===== src/rtl/warp_issue_arb_pkg.sv =====
// Shared GPU package: warp id width derivation and perf counter sizing.
// Kept typedef-free so legacy blocks can import it without collisions.
package warp_issue_arb_pkg;

    localparam int PERF_CTR_BITS = 32;
    localparam int STREAK_BITS   = 8;

    function automatic int nw_width(input int n);
        return (n <= 1) ? 1 : $clog2(n);
    endfunction

endpackage


===== src/rtl/warp_issue_arb_if.sv =====
// Issue grant handshake between the warp arbiter and the issue stage.
// The master presents a warp id; the slave accepts it with grant_ready.
interface warp_issue_arb_if #(
    parameter int NUM_WARPS = 4
);
    import warp_issue_arb_pkg::*;

    localparam int NW_WIDTH = nw_width(NUM_WARPS);

    logic                grant_valid;
    logic [NW_WIDTH-1:0] grant_wid;
    logic                grant_ready;

    modport master (
        output grant_valid,
        output grant_wid,
        input  grant_ready
    );

    modport slave (
        input  grant_valid,
        input  grant_wid,
        output grant_ready
    );

endinterface


===== src/rtl/warp_issue_arb_rr_pick.sv =====
// warp_rr_pick: first set bit of mask, scanning circularly from start.
// Purely combinational; valid is low when the mask is empty.
module warp_rr_pick
    import warp_issue_arb_pkg::*;
#(
    parameter  int NUM_WARPS = 4,
    localparam int NW_WIDTH  = nw_width(NUM_WARPS)
) (
    input  logic [NUM_WARPS-1:0] mask,
    input  logic [NW_WIDTH-1:0]  start,
    output logic [NW_WIDTH-1:0]  index,
    output logic                 valid
);

    int pos;

    // Walk offsets high to low so the nearest set bit wins last.
    always_comb begin
        index = start;
        valid = 1'b0;
        pos   = 0;
        for (int k = NUM_WARPS - 1; k >= 0; k--) begin
            pos = int'(start) + k;
            if (pos >= NUM_WARPS) begin
                pos = pos - NUM_WARPS;
            end
            if (mask[pos]) begin
                index = NW_WIDTH'(pos);
                valid = 1'b1;
            end
        end
    end

endmodule


===== src/rtl/warp_issue_arb.sv =====
// Sticky round-robin warp issue arbiter with a registered grant slot.
// Define WARP_ISSUE_ARB_PERF_EN to add idle/stall perf counters.
module warp_issue_arb
    import warp_issue_arb_pkg::*;
#(
    parameter int NUM_WARPS  = 4,
    parameter int STICKY_MAX = 4
) (
    input  logic                     clk,
    input  logic                     reset,
    input  logic [NUM_WARPS-1:0]     ready_warps,
    input  logic                     flush,
`ifdef WARP_ISSUE_ARB_PERF_EN
    output logic [PERF_CTR_BITS-1:0] perf_idles,
    output logic [PERF_CTR_BITS-1:0] perf_stalls,
`endif
    warp_issue_arb_if.master         gnt
);

    localparam int NW_WIDTH = nw_width(NUM_WARPS);
    localparam logic [NW_WIDTH-1:0] LAST_ID = NW_WIDTH'(NUM_WARPS - 1);
    localparam logic [STREAK_BITS-1:0] SMAX = STREAK_BITS'(STICKY_MAX);

    logic                   grant_valid_q;
    logic [NW_WIDTH-1:0]    grant_wid_q;
    logic [NW_WIDTH-1:0]    last_wid_q;
    logic [STREAK_BITS-1:0] streak_q;

    logic                   fire;
    logic                   load;
    logic [NW_WIDTH-1:0]    last_eff;
    logic [STREAK_BITS-1:0] streak_eff;
    logic [NW_WIDTH-1:0]    start_wid;
    logic [NW_WIDTH-1:0]    rr_wid;
    logic                   rr_valid;
    logic                   sticky;
    logic [NW_WIDTH-1:0]    pick_wid;

    assign fire = grant_valid_q & gnt.grant_ready;
    assign load = (~grant_valid_q | fire) & ~flush;

    // History as it stands after this cycle's fire; the pick that
    // refills the slot on a fire must see the grant just consumed.
    always_comb begin
        last_eff   = last_wid_q;
        streak_eff = streak_q;
        if (fire) begin
            last_eff = grant_wid_q;
            if (grant_wid_q != last_wid_q) begin
                streak_eff = STREAK_BITS'(1);
            end else if (streak_q < SMAX) begin
                streak_eff = streak_q + STREAK_BITS'(1);
            end
        end
    end

    assign start_wid = (last_eff == LAST_ID) ? '0
                     : last_eff + NW_WIDTH'(1);

    // Zero streak means no grant history yet, so rotation decides.
    assign sticky = (streak_eff != '0)
                  && (streak_eff < SMAX)
                  && ready_warps[last_eff];

    assign pick_wid = sticky ? last_eff : rr_wid;

    warp_rr_pick #(
        .NUM_WARPS (NUM_WARPS)
    ) u_rr_pick (
        .mask  (ready_warps),
        .start (start_wid),
        .index (rr_wid),
        .valid (rr_valid)
    );

    always_ff @(posedge clk) begin
        if (reset) begin
            grant_valid_q <= 1'b0;
            grant_wid_q   <= '0;
            last_wid_q    <= LAST_ID;
            streak_q      <= '0;
        end else begin
            last_wid_q <= last_eff;
            streak_q   <= streak_eff;
            if (load) begin
                grant_valid_q <= rr_valid;
                if (rr_valid) begin
                    grant_wid_q <= pick_wid;
                end
            end else if (flush) begin
                grant_valid_q <= 1'b0;
            end
        end
    end

    assign gnt.grant_valid = grant_valid_q;
    assign gnt.grant_wid   = grant_wid_q;

`ifdef WARP_ISSUE_ARB_PERF_EN
    always_ff @(posedge clk) begin
        if (reset) begin
            perf_idles  <= '0;
            perf_stalls <= '0;
        end else begin
            if (~grant_valid_q) begin
                perf_idles <= perf_idles + PERF_CTR_BITS'(1);
            end
            if (grant_valid_q & ~gnt.grant_ready) begin
                perf_stalls <= perf_stalls + PERF_CTR_BITS'(1);
            end
        end
    end
`endif

endmodule


===== src/flat_wrapper.sv =====
// flat-port wrapper written by rule: the top's interface ports become plain ports
module warp_issue_arb_flat import warp_issue_arb_pkg::*;
#(
    parameter int NUM_WARPS  = 4,
    parameter int STICKY_MAX = 4
)
  (clk, reset, ready_warps, flush, gnt_grant_valid, gnt_grant_wid, gnt_grant_ready);
  warp_issue_arb_if #(.NUM_WARPS(NUM_WARPS)) gnt_i ();
  input  logic clk;
  input  logic reset;
  input  logic [NUM_WARPS-1:0] ready_warps;
  input  logic flush;
  output wire logic [$bits(gnt_i.grant_valid)-1:0] gnt_grant_valid;
  output wire logic [$bits(gnt_i.grant_wid)-1:0] gnt_grant_wid;
  input wire logic [$bits(gnt_i.grant_ready)-1:0] gnt_grant_ready;
  assign gnt_grant_valid = gnt_i.grant_valid;
  assign gnt_grant_wid = gnt_i.grant_wid;
  assign gnt_i.grant_ready = gnt_grant_ready;
  warp_issue_arb #(.NUM_WARPS(NUM_WARPS), .STICKY_MAX(STICKY_MAX)) u_core (.clk(clk), .reset(reset), .ready_warps(ready_warps), .flush(flush), .gnt(gnt_i));
endmodule

===== config.mk =====
export PLATFORM = sky130hd
export DESIGN_NAME = warp_issue_arb_flat
export DESIGN_NICKNAME = d
export VERILOG_FILES = /design/src/rtl/warp_issue_arb_pkg.sv /design/src/rtl/warp_issue_arb_if.sv /design/src/rtl/warp_issue_arb_rr_pick.sv /design/src/rtl/warp_issue_arb.sv /design/src/flat_wrapper.sv
export SDC_FILE = /design/constraint.sdc
export NUM_CORES = 1
export LEC_CHECK = 0
export BUFFER_PORTS_ARGS = -buffer_cell sky130_fd_sc_hd__buf_2
export CORE_MARGIN = 2
export CORE_UTILIZATION = 54
export DETAILED_ROUTE_END_ITERATION = 6
export GPL_ROUTABILITY_DRIVEN = 0
export PLACE_DENSITY = 0.76
export RECOVER_POWER = 100
export SLEW_MARGIN = 20
export SYNTH_ARGS = -nofsm -noshare
export SYNTH_HDL_FRONTEND = slang
export SYNTH_SLANG_ARGS = --single-unit

===== constraint.sdc =====
create_clock -name clk -period 2.05 [get_ports clk]
set_input_delay 0.205 -clock clk [delete_from_list [all_inputs] [get_ports clk]]
set_output_delay 0.205 -clock clk [all_outputs]
set_load 0.05 [all_outputs]

==> out/qor.csv, run 1 <==
stage,metric,value,unit
setup_path,crit_required,2.21,ns
power,power_frac_comb,24.1,%
synth,synth_top_area_share,32.2,%
timing,slew_viol_final,0,
die,die_h,42.7,µm
die,core-area,1350,µm²
synth,synthesis.area,807,µm²
setup_path,path_class,reg -> reg,
finish,fill_cells,124,
setup_path,crit_path_start_kind,register,
clock_tree,cts_tree,built,
synth,ys_top_cells_by_count,"dfxtp_1 (13), nand2_1 (9), and2_1 (6), inv_1 (5)",
setup_path,cp_max_fo,11,
global_routing,antenna_found_initial,0,
clock_tree,numCtsBuffers,3,
synth,synthFlopType,dfxtp_1,
finish,fin_nets,115,
synth,synth.most_common_cell,dfxtp_1,
timing,hold_violations,0,
setup_path,crit_buf_inv,0,
die,start_util,59.8,%
setup_path,cp_common_cell,a32o_1,
place,placed_cell_area,858,µm²
drt,ant_nets,0,
finish,drive_gt1_share,14.3,%
timing,worst_pin_slew,0.585,ns
synth,synth-edff-count,0,
die,die_w,42.7,µm
die,die_area,1820,µm²
clock_tree,clk_path_buf_depth,2,
status,status,completed,
drt,wl_per_cell,12.5,µm
power,vdd_drop_max,0.000460,V
clock_tree,clk_pin_slew_worst_paths,0.07,ns
timing,slew_headroom,61.2,%
place,dp_hpwl,1160,µm
synth,syn_avg_cell_area,8.59,µm²
timing,clock_skew,0.000247,ns
finish,seqCellArea,260,µm²
power,power_frac_clock,26.4,%
timing,rsz0062_at_grt,no,
power,leakagePower,0.374,nW
global_routing,track_usage,18.2,%
power,power_density,645,nW/µm²
synth,synth_cells,94,
drt,vias,720,
synth,synth_nets,103,
global_routing,grt_overflow,0,
setup_path,cp_slowest_cell,dfxtp_1,
drt,drtIter0Drc,16,
timing,min_period,1.79,ns
synth,ys_warn_count,0,
flow_run,maxCapViolations,0,
timing,setup_viol,0,
global_routing,grt_max_degree,12,
finish,diodes,0,
synth,synth_top_area_cell,dfxtp_1,
power,internal_power,393,µW
place,portBuffers,10,
synth,yosysSeqAreaShare,32.2,%
timing,post-route-period-util,87.3,%
global_routing,grt_pass1_vias,635,
clock_tree,clock_sinks,13,
clock_tree,cts_max_level,1,
timing,fmaxAchievable,559,MHz
timing,fin_setup_tns,0,ns
setup_path,worstPathArrival,1.95,ns
setup_path,crit_chain,a21bo_1 > and2_0 > a32o_1 > o211ai_1 > a32o_1,
die,num_rows,13,
drt,wirelength,1490,µm
die,io_pins,11,
clock_tree,cts_setup_buffers,0,
setup_path,critPathMaxStageDelay,0.50,ns
hold_path,hp-class,in -> reg,
global_routing,grt_pass1_wl,2590,µm
clock_tree,clock-root-buffer,clkbuf_4,
finish,areaGrowthSynthToFinish,8.22,%
power,p_sw_share,30.2,%
power,p_switching,170,µW
synth,async_flop_share,0,%
synth,synth_area_leaders,"dfxtp_1 (32%), and2_1 (4.7%), xnor2_1 (4.3%)",
finish,final_area,873,µm²
power,seq_power_share,49.5,%
drt,drc_errors,0,
clock_tree,cts-resized-gates,0,
clock_tree,hold_buffers,0,
drt,viasPerCell,6.00,
setup_path,endpoint_kind,register,
drt,drt_pass1_iterations,4,
clock_tree,clkLatencyLatePin,0.26,ns
finish,multi_input_area,499,µm²
synth,synth_cell_type_count,42,
setup_path,crit_family,compound AO/OA/AOI/OAI gates,
synth,synth-seq-cells,13,
[layout make-up]
class                   count  share of cell area [%]
inverters                   5                    2.15
clock buffers               4                    3.01
multi-input cells          72                    57.2
flip-flops and latches     13                    29.8
well taps                  15                    2.15
repair buffers             11                    5.73
[power groups by stage]
stage	clock network, mW	logic, mW	registers, mW
global route	0.173	0.148	0.281
floorplan	0	0.0907	0.298
detailed placement	0	0.136	0.284
global placement	0	0.135	0.283
CTS	0.154	0.137	0.279
finish	0.149	0.136	0.279
[registers in the layout, indices dropped and copies added, names as in the netlist]
name                    flops
u_core.streak_q             8
u_core.gnt.grant_wid        2
u_core.last_wid_q           2
u_core.gnt.grant_valid      1
[logic make-up after synthesis]
group	after synthesis	synth area share (%)
DFF	13	32.2
adders and majority gates	1	1.55
AOI/OAI and AO/OA	24	23.9
xor gates and xnor gates	5	5.43
buffers and inverters	9	5.43
and+or+nand+nor	40	29.0
muxes	2	2.48
[path summary, 6_finish.rpt]
path	startpoint	endpoint	slack (ns)	cells past startpoint
max	u_core.gnt.grant_valid	u_core.gnt.grant_wid[1]	0.26	5
min	flush	u_core.gnt.grant_valid	0.13	2
max reg2reg	u_core.gnt.grant_valid	u_core.gnt.grant_wid[1]	0.26	5
min reg2reg	u_core.streak_q[7]	u_core.streak_q[7]	0.46	1
[routing by layer]
metal,wire length (µm),vias up,GRT usage [%]
li1,-,365,-
met1,745,335,23.5
met2,666,20,30.0
met3,83,0,6.38
met4,0,0,1.88
met5,0,-,0
[cell usage in the layout, fill, tap and decap left out, drive strengths merged, types with 4 or more instances in the layout]
cell type | synthesis | layout
nand2 | 9 | 9
inv | 5 | 5
dfxtp | 13 | 13
buf | 3 | 7
a31oi | 4 | 4
nor3 | 5 | 5
clkbuf | 1 | 8
xnor2 | 4 | 4
nand3 | 4 | 4
and2 | 8 | 8
[stage by stage]
stage | setup slack (ns) | utilization (%) | hold WS, ns | instances | power [mW]
finish | 0.260 | 64.7 | 0.126 | 120 | 0.563
floorplan | 0.0714 | - | 0.284 | 94 | 0.389
global route | 0.155 | 64.7 | 0.117 | 120 | 0.602
global placement | 0.330 | 63.6 | 0.404 | 116 | 0.418
detailed placement | 0.312 | 63.6 | 0.408 | 116 | 0.421
CTS | 0.286 | 65.5 | 0.119 | 120 | 0.570
Power figures use the tool's default switching activity.
==> run 2, diff against run 1 <==
- CORE_UTILIZATION: 54 -> 35
- PLACE_DENSITY: 0.76 -> default
- clock period: 2.05 -> 2.2 ns (I/O delays scaled with it)
==> run 2 against run 1 <==
Effect of this change:
- count of clock-buffer cells in the layout unchanged
- die area up 49%
- power decreased by 5.6%
- final area grew 1.1%
- first-iteration DRC count fell by 75%
==> out/qor.csv, run 2 (same netlist as run 1, synthesis figures left out) <==
stage,metric,value,unit,change
finish,largest-register,u_core.streak_q,,
clock_tree,numCtsBuffers,3,,unchanged
global_routing,grt_pass1_vias,655,,+3.1%
timing,worst_pin_slew,0.613,ns,+0.0283 ns
timing,slew_viol_final,0,,unchanged
die,core-area,2190,µm²,+62%
drt,ant_nets,0,,unchanged
timing,fin_setup_tns,0,ns,unchanged
timing,clock_skew,0.00124,ns,+0.000993 ns
finish,most-common-layout-cells,"dfxtp_1 (13), nand2_1 (9), buf_2 (7), inv_1 (5), clkbuf_1 (5)",,
global_routing,track_usage,14.0,%,-4.2 points
power,finalPower,531,µW,-5.6%
setup_path,endpoint_kind,register,,
timing,slew_headroom,59.3,%,-1.9 points
drt,drt_pass1_iterations,4,,unchanged
global_routing,grt_overflow,0,,unchanged
global_routing,grt_max_degree,12,,unchanged
die,io_pins,11,,unchanged
power,vdd_drop_max,0.000345,V,-25%
clock_tree,cts_setup_buffers,0,,unchanged
finish,areaGrowthSynthToFinish,9.46,%,
drt,wirelength,1660,µm,+11%
clock_tree,cts-resized-gates,0,,unchanged
timing,fmaxAchievable,550,MHz,-1.6%
place,dp_hpwl,1230,µm,+5.9%
status,status,completed,,
drt,drc_errors,0,,unchanged
drt,viasPerCell,5.34,,-11%
die,num_rows,17,,+4
setup_path,crit_path_start_kind,register,,
clock_tree,clock_sinks,13,,unchanged
clock_tree,clk_pin_slew_worst_paths,0.08,ns,about the same
die,die_h,52.0,µm,+22%
die,start_util,36.8,%,-23 points
finish,largest_reg_flops,8,,unchanged
power,leakagePower,0.372,nW,-0.42%
die,die_w,52.0,µm,+22%
global_routing,grt_pass1_wl,2790,µm,+7.7%
place,portBuffers,10,,unchanged
timing,rsz0062_at_grt,no,,
timing,hold_violations,0,,unchanged
finish,fill_cells,236,,+90%
place,post-place-cells,129,,+11%
power,power_density,602,nW/µm²,-6.7%
clock_tree,clk_path_buf_depth,2,,unchanged
drt,wl_per_cell,12.5,µm,+0.19%
clock_tree,clkLatencyLatePin,0.27,ns,about the same
finish,final-instance-count-excl-fill,133,,+11%
finish,diodes,0,,unchanged
setup_path,crit_required,2.37,ns,+0.16 ns
clock_tree,hold_buffers,0,,unchanged
finish,drive_gt1_share,13.3,%,-0.95 points
global_routing,antenna_found_initial,0,,unchanged
flow_run,maxCapViolations,0,,unchanged
die,die_area,2710,µm²,+49%
drt,vias,710,,-1.4%
setup_path,worstPathArrival,1.99,ns,+0.04 ns
timing,post-route-period-util,82.7,%,-4.6 points
clock_tree,clock-root-buffer,clkbuf_4,,
clock_tree,cts_max_level,1,,unchanged
timing,setup_viol,0,,unchanged
clock_tree,cts_tree,built,,
drt,drtIter0Drc,4,,-12
hold_path,hp-class,in -> reg,,
finish,mostFrequentLayoutCell,dfxtp_1,,
finish,fin_nets,115,,unchanged
timing,min_period,1.82,ns,+0.0292 ns
setup_path,cp_max_fo,4,,-7
setup_path,path_class,reg -> reg,,
run 2: worst paths after layout:
| path | from | depth (start not counted) | endpoint | slack (ns) |
|---|---|---|---|---|
| worst min-delay path | flush | 2 | u_core.gnt.grant_valid | 0.14 |
| worst min register to register | u_core.streak_q[7] | 1 | u_core.streak_q[7] | 0.46 |
| worst max-delay path | u_core.streak_q[5] | 5 | u_core.gnt.grant_wid[1] | 0.38 |
| worst max register to register | u_core.streak_q[5] | 5 | u_core.gnt.grant_wid[1] | 0.38 |
run 2: cell type report:
class                   instances  area, µm²  area share, %
flip-flops and latches         13        260           29.5
clock buffers                   4       26.3           2.97
well taps                      28       35.0           3.97
multi-input cells              72        493           55.8
inverters                       5       18.8           2.12
repair buffers                 11       50.0           5.67
run 2: worst max-delay path, stage by stage, from the launching register on:
cell	delay, ns
dfxtp_1	0.31
or4_1	0.57
nor3_4	0.17
a31oi_1	0.19
nand3b_1	0.21
a32o_1	0.26
run 2: layer usage:
| metal | up-vias | GRT usage, % | share of wire (%) |
|---|---|---|---|
| li1 | 372 | - | - |
| met3 | 2 | 2.59 | 2.7 |
| met4 | 0 | 6.58 | 0.72 |
| met2 | 6 | 23.2 | 48 |
| met1 | 330 | 17.4 | 48 |
| met5 | - | 0 | 0 |
run 2: where the power goes:
part / switching (mW) / internal (mW) / leakage (nW)
registers: 0.0157 / 0.245 / 0.106
clock network: 0.0762 / 0.0702 / 0.0150
logic: 0.0743 / 0.0506 / 0.251
total: 0.166 / 0.365 / 0.372
run 2: stage by stage:
| step | instance area [µm²] | util, % | setup slack [ns] | hold WS (ns) |
|---|---|---|---|---|
| after floorplan | 807 | - | 0.221 | 0.299 |
| after global placement | 875 | 39.9 | 0.468 | 0.426 |
| after detailed placement | 875 | 39.9 | 0.462 | 0.429 |
| after CTS | 901 | 41.1 | 0.442 | 0.128 |
| after global routing | 883 | 40.3 | 0.260 | 0.134 |
| final | 883 | 40.3 | 0.381 | 0.138 |
